`config.mk`:
```
export PLATFORM = sky130hd
export DESIGN_NAME = uart_mmio_ctrl
export DESIGN_NICKNAME = d
export VERILOG_FILES = /design/src/rtl/uart_mmio_pkg.sv /design/src/rtl/sync_fifo.sv /design/src/rtl/uart_mmio_ctrl.sv
export SDC_FILE = /design/constraint.sdc
export NUM_CORES = 1
export LEC_CHECK = 0
export CAP_MARGIN = 10
export CORE_MARGIN = 2
export CORE_UTILIZATION = 39
export CTS_CLUSTER_DIAMETER = 200
export CTS_CLUSTER_SIZE = 14
export DETAILED_ROUTE_END_ITERATION = 6
export GPL_TIMING_DRIVEN = 0
export SLEW_MARGIN = 20
export SYNTH_ARGS = -nofsm -noshare
export SYNTH_HDL_FRONTEND = slang
export SYNTH_HIERARCHICAL = 1
export SYNTH_SLANG_ARGS = --single-unit
```
`constraint.sdc`:
```
create_clock -name clk -period 4.8 [get_ports clk]
set_clock_uncertainty 0.05 [all_clocks]
set_input_delay 0.48 -clock clk [delete_from_list [all_inputs] [get_ports clk]]
set_output_delay 0.48 -clock clk [all_outputs]
set_load 0.005 [all_outputs]
```
`src/rtl/uart_mmio_pkg.sv`:
```
// Shared constants and types for the memory-mapped UART controller.
package uart_mmio_pkg;

  // Register offsets, addressed by addr[3:2] inside the 16-byte window.
  localparam logic [1:0] OFF_TX   = 2'd0;
  localparam logic [1:0] OFF_RX   = 2'd1;
  localparam logic [1:0] OFF_STAT = 2'd2;
  localparam logic [1:0] OFF_RSVD = 2'd3;

  // STATUS register bit positions.
  localparam int ST_TXFULL  = 0;
  localparam int ST_TXEMPTY = 1;
  localparam int ST_RXNE    = 2;
  localparam int ST_TXOVF   = 3;
  localparam int ST_RXOVR   = 4;

  // Store strobe encodings coming from the core.
  typedef enum logic [1:0] {
    MW_NONE = 2'b00,
    MW_SB   = 2'b01,
    MW_SH   = 2'b10,
    MW_SW   = 2'b11
  } mem_write_e;

  // Transmit drain state machine.
  typedef enum logic [1:0] {
    IDLE,
    WAIT_BUSY,
    WAIT_DONE
  } drain_state_e;

  // Cycles to wait for tx_busy to rise before assuming the byte went out.
  localparam int BUSY_TIMEOUT = 4;

  // Any non-zero store strobe counts as a write, whatever its width.
  function automatic logic is_store(input logic [1:0] mw);
    return mw != MW_NONE;
  endfunction

endpackage

```
`src/rtl/sync_fifo.sv`:
```
// Single-clock FIFO with extra-MSB pointers; a pop on empty is ignored and a
// push on full is accepted only when a same-cycle pop frees the slot.
module sync_fifo #(
  parameter int WIDTH = 8,
  parameter int DEPTH = 8
) (
  input  logic                     clk,
  input  logic                     reset,
  input  logic                     push,
  input  logic                     pop,
  input  logic [WIDTH-1:0]         din,
  output logic                     full,
  output logic                     empty,
  output logic [$clog2(DEPTH):0]   count,
  output logic [WIDTH-1:0]         head
);

  localparam int AW = $clog2(DEPTH);

  logic [AW:0]      wptr;
  logic [AW:0]      rptr;
  logic [WIDTH-1:0] mem [DEPTH];
  logic             do_pop;
  logic             do_push;

  assign empty   = (wptr == rptr);
  assign full    = (wptr[AW] != rptr[AW]) && (wptr[AW-1:0] == rptr[AW-1:0]);
  assign count   = wptr - rptr;
  assign head    = mem[rptr[AW-1:0]];
  assign do_pop  = pop & ~empty;
  assign do_push = push & (~full | do_pop);

  // Pointer update; both pointers wrap naturally through the extra MSB.
  always_ff @(posedge clk or negedge reset) begin
    if (!reset) begin
      wptr <= '0;
      rptr <= '0;
    end else begin
      if (do_push) wptr <= wptr + (AW+1)'(1);
      if (do_pop)  rptr <= rptr + (AW+1)'(1);
    end
  end

  // Storage write.
  // NOTE: the data array is deliberately not reset; the pointers alone define
  // which entries are valid, and leaving it reset-free lets it map onto RAM.
  always_ff @(posedge clk) begin
    if (do_push) mem[wptr[AW-1:0]] <= din;
  end

endmodule

```
`src/rtl/uart_mmio_ctrl.sv`:
```
// Memory-mapped UART controller: register decode, TX/RX buffering, sticky
// overflow status and a drain FSM that feeds the transmitter one byte at a time.
module uart_mmio_ctrl
  import uart_mmio_pkg::*;
#(
  parameter logic [31:0] BASE_ADDR  = 32'h0000_0400,
  parameter int          FIFO_DEPTH = 8
) (
  input  logic        clk,
  input  logic        reset,
  input  logic [31:0] addr,
  input  logic [31:0] wdata,
  input  logic [1:0]  mem_write,
  input  logic        mem_read,
  output logic        sel,
  output logic [31:0] rdata,
  output logic [7:0]  tx_byte,
  output logic        tx_start,
  input  logic        tx_busy,
  input  logic [7:0]  rx_byte,
  input  logic        rx_valid
);

  localparam int CW = $clog2(FIFO_DEPTH) + 1;

  logic [1:0]   offset;
  logic         store;
  logic         tx_push;
  logic         stat_wr;
  logic         rx_pop;

  logic         tx_full, tx_empty;
  logic [CW-1:0] tx_count;
  logic [7:0]   tx_head;
  logic         tx_pop;

  logic         rx_full, rx_empty;
  logic [CW-1:0] rx_count;
  logic [7:0]   rx_head;

  logic         tx_overflow, rx_overrun;
  logic         tx_ovf_set, rx_ovr_set;
  logic [4:0]   status;

  drain_state_e state, state_nxt;
  logic [1:0]   wait_cnt, wait_cnt_nxt;
  logic         launch;

  logic         unused_bits;

  // ---------------------------------------------------------------------------
  // Address decode and access strobes
  // ---------------------------------------------------------------------------
  assign sel     = (addr[31:4] == BASE_ADDR[31:4]);
  assign offset  = addr[3:2];
  assign store   = sel & is_store(mem_write);
  assign tx_push = store & (offset == OFF_TX);
  assign stat_wr = store & (offset == OFF_STAT);
  assign rx_pop  = mem_read & sel & (offset == OFF_RX);

  // ---------------------------------------------------------------------------
  // FIFOs
  // ---------------------------------------------------------------------------
  sync_fifo #(.WIDTH(8), .DEPTH(FIFO_DEPTH)) u_tx_fifo (
    .clk   (clk),
    .reset (reset),
    .push  (tx_push),
    .pop   (tx_pop),
    .din   (wdata[7:0]),
    .full  (tx_full),
    .empty (tx_empty),
    .count (tx_count),
    .head  (tx_head)
  );

  sync_fifo #(.WIDTH(8), .DEPTH(FIFO_DEPTH)) u_rx_fifo (
    .clk   (clk),
    .reset (reset),
    .push  (rx_valid),
    .pop   (rx_pop),
    .din   (rx_byte),
    .full  (rx_full),
    .empty (rx_empty),
    .count (rx_count),
    .head  (rx_head)
  );

  // A full FIFO always has a head, so a same-cycle pop is guaranteed to free
  // a slot; only an unpaired push onto a full FIFO loses data.
  assign tx_ovf_set = tx_push & tx_full & ~tx_pop;
  assign rx_ovr_set = rx_valid & rx_full & ~rx_pop;

  // Sticky error flags; a set in the same cycle as a clear wins.
  always_ff @(posedge clk or negedge reset) begin
    if (!reset) begin
      tx_overflow <= 1'b0;
      rx_overrun  <= 1'b0;
    end else begin
      tx_overflow <= tx_ovf_set | (tx_overflow & ~(stat_wr & wdata[ST_TXOVF]));
      rx_overrun  <= rx_ovr_set | (rx_overrun  & ~(stat_wr & wdata[ST_RXOVR]));
    end
  end

  // ---------------------------------------------------------------------------
  // Read data
  // ---------------------------------------------------------------------------
  // Status word assembly from the individual flags.
  always_comb begin
    status             = '0;
    status[ST_TXFULL]  = tx_full;
    status[ST_TXEMPTY] = tx_empty;
    status[ST_RXNE]    = ~rx_empty;
    status[ST_TXOVF]   = tx_overflow;
    status[ST_RXOVR]   = rx_overrun;
  end

  // Register read mux; unselected or reserved addresses read as zero.
  // NOTE: every output of a combinational block gets a default before the case
  // so no path leaves it unassigned, which would otherwise infer a latch.
  always_comb begin
    rdata = '0;
    if (sel) begin
      case (offset)
        OFF_RX:   rdata = {23'b0, ~rx_empty, (rx_empty ? 8'h00 : rx_head)};
        OFF_STAT: rdata = {27'b0, status};
        default:  rdata = '0;
      endcase
    end
  end

  // ---------------------------------------------------------------------------
  // Drain FSM
  // ---------------------------------------------------------------------------
  // Next-state and launch decision for the transmitter handshake.
  // NOTE: combinational blocks use blocking '=' so later statements see the
  // defaults; the registers below use non-blocking '<=' exclusively.
  always_comb begin
    state_nxt    = state;
    wait_cnt_nxt = wait_cnt;
    launch       = 1'b0;
    case (state)
      IDLE: begin
        if (!tx_empty && !tx_busy) begin
          launch       = 1'b1;
          wait_cnt_nxt = '0;
          state_nxt    = WAIT_BUSY;
        end
      end
      WAIT_BUSY: begin
        if (tx_busy) begin
          state_nxt = WAIT_DONE;
        end else if (wait_cnt == 2'(BUSY_TIMEOUT - 1)) begin
          state_nxt = IDLE;
        end else begin
          wait_cnt_nxt = wait_cnt + 2'd1;
        end
      end
      WAIT_DONE: begin
        if (!tx_busy) state_nxt = IDLE;
      end
      default: state_nxt = IDLE;
    endcase
  end

  assign tx_pop = launch;

  // Drain FSM registers and the registered transmitter interface.
  always_ff @(posedge clk or negedge reset) begin
    if (!reset) begin
      state    <= IDLE;
      wait_cnt <= '0;
      tx_start <= 1'b0;
      tx_byte  <= 8'h00;
    end else begin
      state    <= state_nxt;
      wait_cnt <= wait_cnt_nxt;
      tx_start <= launch;
      if (launch) tx_byte <= tx_head;
    end
  end

  // Address LSBs, upper store data and occupancy counts are not needed here.
  assign unused_bits = ^{addr[1:0], wdata[31:8], tx_count, rx_count};

endmodule

```
==> results.cfg <==
[setup_path]
path_max_fanout = 10
crit_type = register to output port
worstPathArrival_ns = 3.68
worst_setup_path_end_kind = output port
crit_slowest_cell = clkdlybuf4s50_1
start_kind = register
required_ns = 4.27
crit_chain = buf_2 -> buf_1 -> inv_1 -> ha_1 -> nand3_1 -> nor2_1 -> nor2b_1 -> clkbuf_1 -> a22oi_1 -> nor3_1 -> clkdlybuf4s50_1
cp_slowest_stage_delay_ns = 0.56
reg2reg_slack_ns = 0.83
crit_family = buffers and inverters
critPathBufInv = 5

[cts]
cts_sinks = 159
root_buffer = clkbuf_16
cts.path.max_buffers = 2
clock_latency_ns = 0.43
path_clk_slew_ns = 0.06
numCtsBuffers = 17
post_cts_buffers = 0
cts_tree = done
htreeDepth = 4

[die]
die-width_um = 137
rows = 48
die_h_um = 137
initial_core_util_pct = 39.8
die-area_um2 = 18700
io-pin-count = 121
fp.coreArea_um2 = 17300

[cells_and_area]
num_antenna_cells = 0
fin_util_pct = 50.4
nets = 645
final_common_cell = edfxtp_1
fillers = 1439
final_cells = 790
drive_above_1_share_pct = 25.0
areaGrowthSynthToFinish_pct = 26.6
seq_area_um2 = 4620
multi_input_area_um2 = 2130
mostFrequentLayoutCells = edfxtp_1, clkdlybuf4s50_1, nand2_1

[global_route]
first_global_vias = 4027
grt_max_degree = 27
overflow = 0
antenna_found_initial = 0
grt_use_total_pct = 16.4
grt_pass1_wl_um = 22200

[detailed_routing]
num_vias = 3963
drtPass1Iterations = 5
drt_iter0_drc = 234
wirelength_um = 14200
drt.antenna.violating_nets = 0
drc = 0
routed_via_density = 5.02
wl_per_cell_um = 18.0

[sta]
setup_viol = 0
worst_pin_slew_ns = 0.990
period_needed_ns = 4.21
slew_headroom_pct = 33.8
rsz0062_at_grt = no
fin_crit_sh_pct = 87.6
maxSlewViolCount = 0
fmax_mhz = 238
hold_viol = 0
worst_slack_ns = 0.593
fin_tns_setup_ns = 0

[yosys]
ys_warn_count = 6
synth_area_per_cell_um2 = 16.0
syn_area_um2 = 6890
syn_inst = 430

[placement]
place.gp.congestion = 0.744
pre_cts_slack_ns = 0.784
dp_hpwl_um = 9870
port_buffers = 71
dp_cells = 757

[pwr]
leakagePower_nw = 3.17
vdd_ir_drop_max_uv = 263
powerDensity_nw_per_um2 = 463

[min_path]
min_path_type = input pin to async pin

[run_status]
status = complete, no violations

[run]
cap_viol_max_count = 0
[registers in the layout (all words and copies together) (netlist names)]
signal	count
tx_overflow	1
tx_byte	8
rx_overrun	1
u_rx_fifo/mem	64
u_tx_fifo/rptr	4
u_tx_fifo/mem	64
u_rx_fifo/wptr	4
u_tx_fifo/wptr	4
state	2
tx_start	1
u_rx_fifo/rptr	4
wait_cnt	2
[power by group]
group | internal, W | switching [W]
Combinational | 0.000443 | 0.000442
Sequential | 0.00167 | 0.000107
Clock | 0.000824 | 0.000555
[final cells by class]
type / instances / area share, %
buffer: 35 / 2.73
clock buffer: 17 / 4.88
clock inverter: 15 / 2.11
inverter: 14 / 0.603
multi-input combinational: 244 / 24.4
sequential: 159 / 53.0
tap: 225 / 3.23
timing repair buffer: 81 / 9.08
[per-stage QoR]
| step | hold slack, ns | power [W] | area, um^2 |
|---|---|---|---|
| CTS | 0.374 | 0.00408 | 8720 |
| detailed placement | 0.284 | 0.00269 | 8100 |
| finish | 0.379 | 0.00404 | 8720 |
| global route | 0.382 | 0.00425 | 8720 |
| floorplan | 0.134 | 0.00234 | 6970 |
| global placement | 0.418 | 0.00263 | 7960 |
[final timing paths]
kind / startpoint / to / cells after the start
setup / recovery: u_rx_fifo/rptr[1] / rdata[0] / 11
hold / removal: reset / tx_byte[6] / 2
setup reg to reg: u_tx_fifo/rptr[1] / u_tx_fifo/mem[1][7] / 10
hold reg to reg: wait_cnt[1] / wait_cnt[1] / 2
max in group asynchronous: reset / u_tx_fifo/rptr[0] / 3
min in group clk: wait_cnt[1] / wait_cnt[1] / 2
[metal layers]
layer  track usage (%)  wire, um  up-vias
met5                 0         0        -
met4              6.30       252        0
met3              3.78       657       19
met2              27.8      7330      108
met1              20.5      5940     2011
li1                  -         -     1825
[repair_timing]
action | CTS | global route
gates resized for setup | 0 | 0
hold buffers | 1 | 0
hold endpoints to repair | 5 | 0
setup endpoints to repair | 0 | 0
Note: power is estimated with default switching activity, not from simulation.
